$ cat src/rtl/midori_affine_stage.sv
// Registered N-nibble, d-share Midori affine layer with a single-entry valid/ready
// pipeline register; each share is mapped independently, constant added to one share.
module midori_affine_stage #(
    parameter int NIBBLES         = 16,
    parameter int SHARES          = 3,
    parameter int OUT_CONST_SHARE = SHARES - 1,
    parameter int MID_CONST_SHARE = 0,
    parameter int CNT_W           = 16
) (
    input  logic                          clk,
    input  logic                          rst_n,
    input  logic [1:0]                    mode_i,
    input  logic                          in_valid,
    output logic                          in_ready,
    input  logic [SHARES*4*NIBBLES-1:0]   in_shares,
    output logic                          out_valid,
    input  logic                          out_ready,
    output logic [SHARES*4*NIBBLES-1:0]   out_shares,
    output logic [1:0]                    out_mode,
    output logic [CNT_W-1:0]              xfer_cnt
);

    localparam int W = 4 * NIBBLES;

    typedef enum logic [1:0] {
        MODE_BYPASS = 2'b00,
        MODE_IN     = 2'b01,
        MODE_OUT    = 2'b10,
        MODE_MID    = 2'b11
    } mode_t;

    mode_t                 mode_sel;
    logic                  accept;
    logic [SHARES*W-1:0]   next_shares;

    function automatic logic [3:0] affine_nib(input logic [3:0] x, input mode_t m,
                                              input logic add_const);
        logic [3:0] y;
        case (m)
            MODE_IN:  y = {x[0] ^ x[2], x[3], x[0], x[1]};
            MODE_OUT: y = {x[1], x[2] ^ x[3], x[0], x[2]};
            MODE_MID: y = {x[0] ^ x[2], x[0], x[1], x[1] ^ x[3]};
            default:  y = x;
        endcase
        y[3] = y[3] ^ add_const;
        return y;
    endfunction

    assign mode_sel = mode_t'(mode_i);
    assign in_ready = !out_valid || out_ready;
    assign accept   = in_valid && in_ready;

    // Each nibble depends only on its own share; the constant flag is a static
    // function of share index and mode, so no share mixing precedes the register.
    always_comb begin
        next_shares = '0;
        for (int unsigned s = 0; s < SHARES; s++) begin
            for (int unsigned n = 0; n < NIBBLES; n++) begin
                next_shares[s*W + 4*n +: 4] = affine_nib(
                    in_shares[s*W + 4*n +: 4], mode_sel,
                    ((mode_sel == MODE_OUT) && (int'(s) == OUT_CONST_SHARE)) ||
                    ((mode_sel == MODE_MID) && (int'(s) == MID_CONST_SHARE)));
            end
        end
    end

    always_ff @(posedge clk or negedge rst_n) begin
        if (!rst_n) begin
            out_valid  <= 1'b0;
            out_shares <= '0;
            out_mode   <= MODE_BYPASS;
            xfer_cnt   <= '0;
        end else begin
            if (accept) begin
                out_valid  <= 1'b1;
                out_shares <= next_shares;
                out_mode   <= mode_i;
                xfer_cnt   <= xfer_cnt + CNT_W'(1);
            end else if (out_ready) begin
                out_valid <= 1'b0;
            end
        end
    end

endmodule
$ cat config.mk
export PLATFORM = sky130hd
export DESIGN_NAME = midori_affine_stage
export DESIGN_NICKNAME = d
export VERILOG_FILES = /design/src/rtl/midori_affine_stage.sv
export SDC_FILE = /design/constraint.sdc
export NUM_CORES = 1
export LEC_CHECK = 0
export BUFFER_PORTS_ARGS = -buffer_cell sky130_fd_sc_hd__buf_2
export CORE_MARGIN = 2
export CORE_UTILIZATION = 49
export CTS_BUF_LIST = sky130_fd_sc_hd__clkbuf_2 sky130_fd_sc_hd__clkbuf_4 sky130_fd_sc_hd__clkbuf_8
export DETAILED_ROUTE_END_ITERATION = 16
export PLACE_DENSITY = 0.81
export RECOVER_POWER = 100
export SYNTH_ARGS = -nofsm -noshare
export SYNTH_HDL_FRONTEND = slang
export SYNTH_SLANG_ARGS = --single-unit
$ cat constraint.sdc
create_clock -name clk -period 1.72 [get_ports clk]
set_clock_uncertainty 0.15 [all_clocks]
set_input_delay 0.344 -clock clk [delete_from_list [all_inputs] [get_ports clk]]
set_output_delay 0.344 -clock clk [all_outputs]
set_load 0.005 [all_outputs]
==> load_flow_metrics.sql <==
INSERT INTO impl_metrics (metric_group, metric, value, unit) VALUES
('floorplan', 'rows', '60', ''),
('grt', 'track_usage', '0.3013', ''),
('worst_setup_path', 'timing.critical_path.slowest_stage_cell', 'sky130_fd_sc_hd__dfrtp_1', ''),
('yosys', 'synthesis.nets', '1675', ''),
('worst_setup_path', 'critPathLaunchType', 'flop', ''),
('worst_setup_path', 'critical_path.startpoint', 'out_valid$_DFFE_PN0P_', ''),
('yosys', 'yosysUniqueCellTypes', '38', ''),
('clock_network', 'worst_skew_pair.late_latency', '0.53', 'ns'),
('yosys', 'synth.yosys.seq_area_share', '0.3940', ''),
('finish', 'finalCoreUtilization', '0.6812', ''),
('clock_network', 'cts.path.max_buffers', '3', ''),
('yosys', 'syn-instance-count', '1476', ''),
('worst_setup_path', 'regToRegEndpoint', 'out_shares[40]$_DFFE_PN0P_', ''),
('sta', 'setup-tns-final', '-1.059', 'ns'),
('power', 'clock_power_share', '0.317', ''),
('finish', 'mostFrequentLayoutCells', 'sky130_fd_sc_hd__buf_2 (279), sky130_fd_sc_hd__dfrtp_1 (211), sky130_fd_sc_hd__nand2_1 (152)', ''),
('floorplan', 'die-area', '28690', 'um^2'),
('detailed_routing', 'drt-wirelength-per-cell', '20.10', 'um'),
('yosys', 'syn-mean-instance-area', '9.081', 'um^2'),
('floorplan', 'die_height', '169.4', 'um'),
('grt', 'grt_antenna_before_repair', '6', ''),
('power', 'peakVddDrop', '0.5253', 'mV'),
('worst_setup_path', 'cp_slowest_stage_delay', '0.34', 'ns'),
('worst_setup_path', 'worstSetupPathType', 'reg2out', ''),
('floorplan', 'die-width', '169.4', 'um'),
('sta', 'hold_slack', '0.02499', 'ns'),
('finish', 'seq_area', '5280', 'um^2'),
('finish', 'multi_input_area', '7834', 'um^2'),
('detailed_routing', 'drt_pre_antenna_iters', '6', ''),
('worst_setup_path', 'critical-path-top-cell-by-count', 'sky130_fd_sc_hd__buf_6', ''),
('grt', 'aggregate_global_routing_overflow', '0', ''),
('clock_network', 'clkTransAtPathRegs', '0.06', 'ns'),
('finish', 'final_common_cell', 'sky130_fd_sc_hd__buf_2', ''),
('sta', 'setup-violations-final', '45', ''),
('worst_setup_path', 'cp_num_buf_inv', '3', ''),
('worst_setup_path', 'reg_to_reg_critical_path_startpoint', 'out_valid$_DFFE_PN0P_', ''),
('clock_network', 'tritoncts_sinks', '211', ''),
('worst_setup_path', 'crit_required', '1.23', 'ns'),
('clock_network', 'cts_made_buffers', '38', ''),
('detailed_routing', 'antenna_left', '0', ''),
('floorplan', 'start_util', '0.4987', ''),
('flow_run', 'number_of_violations_of_the_max_capacitance_limit', '0', ''),
('detailed_routing', 'via_count', '14489', ''),
('placement', 'dpl.hpwl', '31200', 'um'),
('floorplan', 'design.core.area', '26880', 'um^2'),
('sta', 'timing.final.crit_period', '1.797', 'ns'),
('sta', 'fmax', '556.5', 'MHz'),
('placement', 'placement.io_buffers', '409', ''),
('worst_setup_path', 'timing.critical_path.to', 'in_ready', ''),
('finish', 'drive_above_1_share', '0.2969', ''),
('placement', 'dpl-instance-area', '16520', 'um^2'),
('power', 'power.share.sequential', '0.398', ''),
('detailed_routing', 'via_per_inst', '6.176', ''),
('sta', 'maxSlewViolCount', '0', ''),
('worst_setup_path', 'critPathArrivalTime', '1.30', 'ns'),
('outcome', 'run_status', 'finished with violations', ''),
('power', 'p_int', '10.71', 'mW'),
('power', 'p_sw', '5.133', 'mW'),
('power', 'leakage', '8.392', 'nW'),
('yosys', 'synth_warnings', '0', ''),
('outcome', 'violations', 'setup timing', ''),
('power', 'power_density', '865.3', 'nW/um^2'),
('placement', 'place.gp.congestion', '0.8976', ''),
('yosys', 'synth.ff_latch_count', '211', ''),
('sta', 'finalWorstSetupSlack', '-0.07700', 'ns'),
('worst_setup_path', 'endpoint_kind', 'output pin', ''),
('yosys', 'mappedNetlistArea', '13400', 'um^2'),
('sta', 'least_margin_pin_slew', '1.151', 'ns'),
('finish', 'nNetsFinal', '2175', ''),
('hold_path', 'worst_hold_path_type', 'in2reg', ''),
('sta', 'max-slew-margin-rel', '0.2328', '');
Yosys cell counts:
master	number	area, um^2
sky130_fd_sc_hd__clkbuf_1	66	247.7
sky130_fd_sc_hd__and3_1	3	18.77
sky130_fd_sc_hd__inv_2	2	7.510
sky130_fd_sc_hd__xor2_1	49	429.2
sky130_fd_sc_hd__mux2_2	50	563.0
sky130_fd_sc_hd__nand2_1	153	574.3
sky130_fd_sc_hd__buf_1	11	41.29
sky130_fd_sc_hd__nand2b_1	2	12.51
sky130_fd_sc_hd__o21ai_1	62	310.3
sky130_fd_sc_hd__nand2b_2	1	8.760
sky130_fd_sc_hd__buf_4	15	112.6
sky130_fd_sc_hd__nor2b_2	1	8.760
sky130_fd_sc_hd__a22o_1	28	245.2
sky130_fd_sc_hd__and2_1	41	256.5
sky130_fd_sc_hd__o21ai_0	104	520.5
sky130_fd_sc_hd__nor2_1	50	187.7
sky130_fd_sc_hd__nand3b_1	40	300.3
sky130_fd_sc_hd__mux2i_1	67	670.6
sky130_fd_sc_hd__buf_8	2	30.03
sky130_fd_sc_hd__xnor2_1	14	122.6
sky130_fd_sc_hd__o41ai_1	16	140.1
sky130_fd_sc_hd__nand3_1	31	155.2
sky130_fd_sc_hd__ha_1	1	12.51
sky130_fd_sc_hd__dfrtp_1	211	5280
sky130_fd_sc_hd__a21o_1	48	360.4
sky130_fd_sc_hd__nand4_1	2	12.51
sky130_fd_sc_hd__nor2b_1	9	56.30
sky130_fd_sc_hd__o2bb2ai_1	47	411.6
sky130_fd_sc_hd__a21oi_1	32	160.2
sky130_fd_sc_hd__nor4_1	1	6.260
sky130_fd_sc_hd__and4_1	1	8.760
sky130_fd_sc_hd__a211o_1	20	175.2
sky130_fd_sc_hd__buf_6	4	45.04
sky130_fd_sc_hd__inv_1	3	11.26
sky130_fd_sc_hd__a211oi_1	109	818.3
sky130_fd_sc_hd__nor3_1	94	470.5
sky130_fd_sc_hd__buf_2	38	190.2
sky130_fd_sc_hd__o32ai_1	48	420.4
layer usage:
metal	wire [um]	share of wire	vias up	global-route usage
met5	23	0.00049	-	0
met2	22540	0.48	775	0.5088
met4	2310	0.049	4	0.1260
li1	-	-	6530	-
met1	17990	0.38	7010	0.3627
met3	4289	0.091	170	0.08372
power groups by stage:
stage	clock network, mW	logic [mW]	registers (mW)
final	5.03	4.50	6.31
after floorplan	0	1.97	6.35
after detailed placement	0	4.20	6.35
after global placement	0	4.06	6.33
after global routing	5.34	4.91	6.39
after CTS	5.11	4.39	6.28
how the worst min path moves through the flow:
stage / slack, ns / to / depth (start not counted) / from
floorplan: -0.10 / out_mode[0]$_DFFE_PN0P_ / 0 / rst_n
global placement: 0.12 / out_shares[129]$_DFFE_PN0P_ / 1 / rst_n
detailed placement: 0.12 / out_shares[141]$_DFFE_PN0P_ / 1 / rst_n
CTS: 0.0003 / out_shares[29]$_DFFE_PN0P_ / 3 / in_shares[28]
global route: 0.004 / out_shares[73]$_DFFE_PN0P_ / 3 / in_shares[73]
finish: 0.02 / out_shares[29]$_DFFE_PN0P_ / 3 / in_shares[28]
cell type report:
| cell class | count | area share |
|---|---|---|
| multi-input combinational | 1125 | 0.4279 |
| sequential | 211 | 0.2884 |
| timing repair buffer | 595 | 0.2152 |
| clock buffer | 63 | 0.04292 |
| tap | 341 | 0.02331 |
| inverter | 5 | 0.001162 |
| clock inverter | 2 | 0.0005467 |
| antenna | 4 | 0.0005467 |
kinds of logic after synthesis:
| family | Yosys count | synth area share |
|---|---|---|
| AOI/OAI and AO/OA | 514 | 0.2658 |
| xor gates and xnor gates | 63 | 0.04117 |
| adders and majority gates | 1 | 0.0009334 |
| buffers and inverters | 141 | 0.05116 |
| DFF | 211 | 0.3940 |
| muxes | 117 | 0.09205 |
| and+or+nand+nor | 429 | 0.1550 |
tightest hold or removal path, stage by stage:
cell	delay (ns)
sky130_fd_sc_hd__buf_2	0.12
sky130_fd_sc_hd__mux2i_1	0.07
sky130_fd_sc_hd__o21ai_0	0.13
state kept, by name, indices dropped and copies added, names as in the netlist:
signal,count
out_mode,2
out_shares,192
out_valid,1
xfer_cnt,16
timing repair:
action                     CTS  global route
gates resized for setup     22            62
pin swaps                    2            16
hold buffers                42             0
setup endpoints to repair    2            77
hold endpoints to repair   238             0
gates cloned                 2            13
buffers inserted             2            15
through the flow:
| stage | std cells | setup WS [ns] |
|---|---|---|
| after floorplan | 1476 | 0.002378 |
| after global placement | 2203 | -0.06620 |
| after CTS | 2314 | -0.1177 |
| final | 2346 | -0.07700 |
| after detailed placement | 2203 | -0.1095 |
| after global routing | 2343 | -0.1573 |
No activity file was read; power rests on OpenSTA's default activity.
